--- src/rtl/vedic_seq_mult_ctrl.sv ---
// Sequential WIDTH x WIDTH unsigned multiplier. A single 2x2 vedic cell is
// stepped over every digit pair (i outer, j inner), and the shifted 4-bit
// partial products are summed into a 2*WIDTH accumulator. Operands come in
// and the product goes out over valid/ready handshakes.

// 2x2 vedic cell: crosswise-vertical partial products plus a half-adder chain.
module vedic2x2_cell (
  input  logic [1:0] i_a,
  input  logic [1:0] i_b,
  output logic [3:0] o_p
);
  logic w_p00, w_p01, w_p10, w_p11, w_c1;

  assign w_p00 = i_a[0] & i_b[0];
  assign w_p10 = i_a[1] & i_b[0];
  assign w_p01 = i_a[0] & i_b[1];
  assign w_p11 = i_a[1] & i_b[1];
  assign w_c1  = w_p10 & w_p01;

  assign o_p = {w_p11 & w_c1, w_p11 ^ w_c1, w_p10 ^ w_p01, w_p00};
endmodule

module vedic_seq_mult_ctrl #(
  parameter int WIDTH = 8
) (
  input  logic                 i_clk,
  input  logic                 i_rst_n,
  input  logic                 i_in_valid,
  output logic                 o_in_ready,
  input  logic [WIDTH-1:0]     i_a,
  input  logic [WIDTH-1:0]     i_b,
  input  logic                 i_abort,
  output logic                 o_out_valid,
  input  logic                 i_out_ready,
  output logic [2*WIDTH-1:0]   o_product,
  output logic                 o_busy
);
  // D digits per operand; counters need at least one bit even when D == 1.
  localparam int D  = WIDTH / 2;
  localparam int CW = (D > 1) ? $clog2(D) : 1;
  localparam int PW = 2 * WIDTH;

  typedef enum logic [1:0] {S_IDLE, S_RUN, S_DONE} state_t;

  state_t          r_state;
  logic [WIDTH-1:0] r_a, r_b;
  logic [PW-1:0]   r_acc;
  logic [CW-1:0]   r_i, r_j;
  logic            r_out_valid;
  logic [PW-1:0]   r_product;

  logic [1:0]      w_a_dig, w_b_dig;
  logic [3:0]      w_pp;
  logic [CW:0]     w_dsum;
  logic [PW-1:0]   w_pp_ext, w_term, w_sum;
  logic            w_i_last, w_j_last;

  // Current digit pair; the index is simply 2*i / 2*j.
  assign w_a_dig = r_a[{r_i, 1'b0} +: 2];
  assign w_b_dig = r_b[{r_j, 1'b0} +: 2];

  vedic2x2_cell u_cell (
    .i_a (w_a_dig),
    .i_b (w_b_dig),
    .o_p (w_pp)
  );

  // Partial product weighted by 4^(i+j), folded into the running sum.
  assign w_dsum   = {1'b0, r_i} + {1'b0, r_j};
  assign w_pp_ext = PW'(w_pp);
  assign w_term   = w_pp_ext << {w_dsum, 1'b0};
  assign w_sum    = r_acc + w_term;

  assign w_i_last = (r_i == CW'(D - 1));
  assign w_j_last = (r_j == CW'(D - 1));

  // Abort blocks acceptance in the same cycle, so in_ready has to see it.
  assign o_in_ready  = (r_state == S_IDLE) && !i_abort;
  assign o_out_valid = r_out_valid;
  assign o_product   = r_product;
  assign o_busy      = (r_state != S_IDLE);

  // Control FSM plus datapath registers; abort outranks every state action.
  always_ff @(posedge i_clk or negedge i_rst_n) begin
    if (!i_rst_n) begin
      r_state     <= S_IDLE;
      r_a         <= '0;
      r_b         <= '0;
      r_acc       <= '0;
      r_i         <= '0;
      r_j         <= '0;
      r_out_valid <= 1'b0;
      r_product   <= '0;
    end else if (i_abort) begin
      // product is intentionally left alone so the last result stays visible.
      r_state     <= S_IDLE;
      r_acc       <= '0;
      r_i         <= '0;
      r_j         <= '0;
      r_out_valid <= 1'b0;
    end else begin
      case (r_state)
        S_IDLE: begin
          if (i_in_valid) begin
            r_a     <= i_a;
            r_b     <= i_b;
            r_acc   <= '0;
            r_i     <= '0;
            r_j     <= '0;
            r_state <= S_RUN;
          end
        end
        S_RUN: begin
          r_acc <= w_sum;
          if (w_i_last && w_j_last) begin
            // Final pair goes straight into product; no extra drain cycle.
            r_product   <= w_sum;
            r_out_valid <= 1'b1;
            r_i         <= '0;
            r_j         <= '0;
            r_state     <= S_DONE;
          end else if (w_j_last) begin
            r_j <= '0;
            r_i <= r_i + CW'(1);
          end else begin
            r_j <= r_j + CW'(1);
          end
        end
        S_DONE: begin
          if (i_out_ready) begin
            r_out_valid <= 1'b0;
            r_state     <= S_IDLE;
          end
        end
        default: r_state <= S_IDLE;
      endcase
    end
  end
endmodule

--- config.mk ---
export PLATFORM = sky130hd
export DESIGN_NAME = vedic_seq_mult_ctrl
export DESIGN_NICKNAME = d
export VERILOG_FILES = /design/src/rtl/vedic_seq_mult_ctrl.sv
export SDC_FILE = /design/constraint.sdc
export NUM_CORES = 1
export LEC_CHECK = 0
export CAP_MARGIN = 20
export CORE_MARGIN = 3
export CORE_UTILIZATION = 55
export DETAILED_ROUTE_END_ITERATION = 8
export GPL_TIMING_DRIVEN = 0
export MAX_ROUTING_LAYER = met4
export PLACE_DENSITY = 0.79
export SETUP_SLACK_MARGIN = 0.1
export SLEW_MARGIN = 0
export SYNTH_ARGS = -nofsm -noshare
export SYNTH_HDL_FRONTEND = slang
export SYNTH_SLANG_ARGS = --single-unit
--- constraint.sdc ---
create_clock -name i_clk -period 10.4 [get_ports i_clk]
set_input_delay 2.08 -clock i_clk [delete_from_list [all_inputs] [get_ports i_clk]]
set_output_delay 2.08 -clock i_clk [all_outputs]
set_load 0.01 [all_outputs]
# Word level (Yosys, flattened, before mapping)

Index checks and enable logic that the tools add are counted.
Widths: inputs -> output; s select.

Flip-flop bits (word level): 55
Output and inout bits: 19
Word-level logic and storage cells: 66

Add/sub/neg operators: 4
Equal/unequal tests: 8
Shifts and indexed selects: 3
Muxes and demuxes: 21
Bitwise logic cells: 9
Reduce and logical (&&, ||, !) cells: 13

Operators by type and width:

| operator            | number |
|---|---|
| $mux 16             | 2 |
| $pmux 16 s2         | 1 |
| $mux 2              | 11 |
| $add 16x16->16      | 1 |
| $shiftx 8x4->2      | 2 |
| $shl 4x4->16        | 1 |
| $reduce_and 3->1    | 5 |
| $ne 3x3->1 const B  | 3 |
| $pmux 2 s2          | 2 |
| $and 1x1->1         | 6 |
| $eq 2x2->1 const B  | 3 |
| $pmux 2 s3          | 1 |
| $reduce_bool 3->1   | 2 |
| $add 2x1->2 const B | 2 |
| $ne 4x4->1 const B  | 1 |
| $add 2x2->3         | 1 |
| $mux 1              | 3 |
| $eq 2x1->1 const B  | 1 |
| $logic_and 1x1->1   | 2 |
| $logic_not 2->1     | 1 |
| $pmux 1 s2          | 1 |
| $reduce_and 2->1    | 1 |
| $reduce_bool 2->1   | 1 |
| $xor 1x1->1         | 2 |
| 2 further kinds     | 2 |

# Depth between registers and ports, before layout

Gate-level depths: netlist of the first run.

Word-level depth: 8
Mapped depth: 15

# Hierarchy

From an unflattened synthesis of the first run, not the netlist that was laid out.

Cell total of the unflattened synthesis: 305
Area total of the unflattened synthesis: 3183.1 µm²

By module, submodules not included:

| module              | instances | cells each | area an instance (µm²) | sequential area each (µm²) |
|---|---|---|---|---|
| vedic_seq_mult_ctrl | 1         | 298        | 3125.5                 | 1376.3 |
| vedic2x2_cell       | 1         | 7          | 57.6                   | 0.0 |

# Worst setup path after synthesis of the first run

OpenSTA, ideal clock, no wires.

Path type: in2out
From: input port i_abort
To: output port o_in_ready
Arrival time: 2.269 ns
Data required time: 8.320 ns
Slack: 6.051 ns
Stages on the path: 1
Buffers on the path: 0
Path through: nor2_1

Cells in the longest elaborated chain, start to end: 2

RTL lines:

| what              | RTL line | source |
|---|---|---|
| from (decl)       | 32       | `input logic i_abort,` |
| $logic_not 1->1   | 78       | `assign o_in_ready = (r_state == S_IDLE) && !i_abort;` |
| $logic_and 1x1->1 | 78       |  |
| to (decl)         | 29       | `output logic o_in_ready,` |

No other way between the ends.

# Worst setup path after layout of the first run

Same ends and word-level chain as after synthesis.

==> results of run 1 <==
## where the power goes
part           internal, W  switching [W]
clock network    0.0000961      0.0000748
logic            0.0000464      0.0000460
registers         0.000230      0.0000100
total             0.000372       0.000131
## logic make-up (layout without fill, tap and decap cells)
family                     count (synthesis)  in the layout  synth area share [%]
buffers and inverters                     27             75                 3.710
DFF                                       55             55                 41.23
adders and majority gates                 23             23                 9.070
xor gates and xnor gates                  12             12                 3.148
AOI/OAI and AO/OA                         67             67                 15.67
muxes                                     28             28                 10.83
and+or+nand+nor                          111            111                 16.34
## registers in the layout, summed over array words and instances, names as in the netlist
name,cells
o_out_valid,1
o_product,16
r_a,8
r_acc,16
r_b,8
r_i,2
r_j,2
r_state,2
## metal layers
metal | vias to the layer above | routed length [um] | track usage [%]
met5 | - | 0 | -
met2 | 70 | 3865 | 42.15
met1 | 1276 | 3503 | 31.52
met4 | 0 | 90 | 4.240
met3 | 10 | 471 | 3.949
li1 | 1270 | - | -
## through the flow
stage / power (W) / cell area, um2 / setup slack [ns]
after floorplan: 0.0003026 / 3338 / 6.051
after global placement: 0.0003317 / 3819 / 5.013
after detailed placement: 0.0003368 / 3834 / 4.955
after CTS: 0.0005033 / 3970 / 4.955
after global routing: 0.0005269 / 3970 / 4.904
final: 0.0005032 / 3970 / 4.965
## synthesized netlist by cell type (5+ instances only)
cell type,count
a21oi_1,12
a22o_1,12
and2_1,6
buf_2,5
clkbuf_1,6
dfrtp_1,55
ha_1,21
inv_1,11
mux2_2,21
nand2_1,37
nand3_1,9
nand4_1,7
nor2_1,24
nor3_1,6
o21ai_0,11
o31ai_1,5
xnor2_1,8
## path summary, 6_finish.rpt
check	from	end	slack, ns	cells past startpoint
max reg2reg	r_i[0]	r_acc[8]	6.38	13
min in group asynchronous	i_rst_n	o_product[12]	1.72	1
min reg2reg	o_product[3]	o_product[3]	0.49	2
min	o_product[3]	o_product[3]	0.49	2
max in group asynchronous	i_rst_n	r_acc[0]	8.11	2
max	i_abort	o_in_ready	4.96	3
## critical path: stages
cell             delay, ns
clkdlybuf4s50_1       0.52
nor2_1                0.19
clkdlybuf4s50_1       0.57
## layout make-up
type / instances / area [um2]
repair buffers: 40 / 405.4
flip-flops and latches: 55 / 1376
well taps: 72 / 90.09
plain buffers: 16 / 82.58
inverters: 11 / 41.29
clock inverters: 3 / 67.56
clock buffers: 5 / 68.82
multi-input cells: 241 / 1838
fillers: 440 / 1705
==> results.sh, run 1 <==
export IMPL_synth_nets=367
export IMPL_grt_pass1_wl_mm=13.55
export IMPL_syn_cell_area_um2=3338
export IMPL_max_freq_mhz=184.0
export IMPL_cts_sinks=55
export IMPL_endpoint_kind="output pin"
export IMPL_maxSlewViolCount=0
export IMPL_cts_resized=0
export IMPL_drt_initial_drc_count=118
export IMPL_whs_ns=0.4853
export IMPL_routed_via_density=5.928
export IMPL_cp_start_kind="input port"
export IMPL_hold_viol=0
export IMPL_fin_crit_sh_pct=52.26
export IMPL_power_density_nw_per_um2=126.8
export IMPL_layout_cells_non_filler=443
export IMPL_dp_hpwl_mm=5.932
export IMPL_hold_buffers=0
export IMPL_synth_ff_type="dfrtp_1"
export IMPL_finish_utilization_pct=69.95
export IMPL_yosys_warnings=0
export IMPL_grt_usage_pct=24.68
export IMPL_layout_common_cells="55 x dfrtp_1, 38 x clkdlybuf4s50_1, 37 x nand2_1"
export IMPL_tightest_slew_ns=0.8167
export IMPL_drive_gt1_share_pct=15.63
export IMPL_dieArea_um2=7040
export IMPL_crit_arrival_ns=3.36
export IMPL_antennaDiodeCount=0
export IMPL_post_cts_repair_setup_buffers=0
export IMPL_p_leak_nw=1.826
export IMPL_synth_edf_count=0
export IMPL_slew_headroom_pct=45.35
export IMPL_worst_path_max_fanout=7
export IMPL_async_reset_ff_share_pct=100.0
export IMPL_syn_avg_cell_area_um2=10.33
export IMPL_drc=0
export IMPL_wl_mm=7.930
export IMPL_yosys_area_top_type="dfrtp_1"
export IMPL_wl_per_cell_um=17.90
export IMPL_synth_top_area_share_pct=41.23
export IMPL_vdd_drop_max_mv=0.09493
export IMPL_num_rows=27
export IMPL_layout_commonest_cell="dfrtp_1"
export IMPL_setup_violations=0
export IMPL_core_area_um2=5675
export IMPL_ys_seq_elements=55
export IMPL_seq_area_frac_synth_pct=41.23
export IMPL_clockBufferDepth=2
export IMPL_nets=414
export IMPL_pin_count=40
export IMPL_clock_skew_final_ns=0.01026
export IMPL_maxCapViolations=0
export IMPL_syn_to_final_growth_pct=18.93
export IMPL_antenna_found_initial=0
export IMPL_die_w_um=83.91
export IMPL_rsz0062_at_grt="false"
export IMPL_totalNegativeSetupSlack_ns=0
export IMPL_start_util_pct=58.82
export IMPL_synthCells=323
export IMPL_num_vias=2626
export IMPL_cts_root_buf="clkbuf_8"
export IMPL_clk_pin_slew_ns=0.09
export IMPL_cts_buffers=5
export IMPL_die_y_um=83.91
export IMPL_routabilityCongestion=0.9292
export IMPL_worstSkewPairLatency_ns=0.32
export IMPL_outcome="complete, no violations"
export IMPL_path_class="input port to output pin"
export IMPL_hp_class="register to register"
export IMPL_cp_required_ns=8.32
export IMPL_fin_crit_ns=5.435
export IMPL_synth_cell_types=58
export IMPL_cts_tree="built"
export IMPL_grt_max_degree=36
export IMPL_placed_cells=435
export IMPL_overflow=0
export IMPL_cts_max_level=2
export IMPL_first_global_vias=2756
export IMPL_postRouteAntennaNets=0
export IMPL_drt_pass1_iterations=5
export IMPL_io_buffers=39
export IMPL_synthTopCellsByArea="dfrtp_1 41%, ha_1 7.9%, mux2_2 7.1%"
Power figures use the tool's default switching activity.
==> inputs of run 2 (changes only) <==
==> constraint.sdc (replaced) <==
create_clock -name i_clk -period 5.52 [get_ports i_clk]
set_input_delay 1.104 -clock i_clk [delete_from_list [all_inputs] [get_ports i_clk]]
set_output_delay 1.104 -clock i_clk [all_outputs]
set_load 0.01 [all_outputs]
==> results of run 2 <==
Same layout as run 1 (identical final DEF). Status: complete, no violations.
Among the figures that moved: setup slack after placement 4.955 ns -> 1.545 ns; clock-pin slew on the worst setup and hold paths 0.09 ns -> 0.10 ns; setup slack after layout 4.965 ns -> 1.503 ns; start point of the critical path i_abort -> r_i[0]; end point of the critical path o_in_ready -> r_acc[8]; register-to-register setup slack 6.38 ns -> 1.50 ns; total power 0.0005032 W -> 0.0009481 W; worst IR drop on VDD 0.09493 mV -> 0.1789 mV
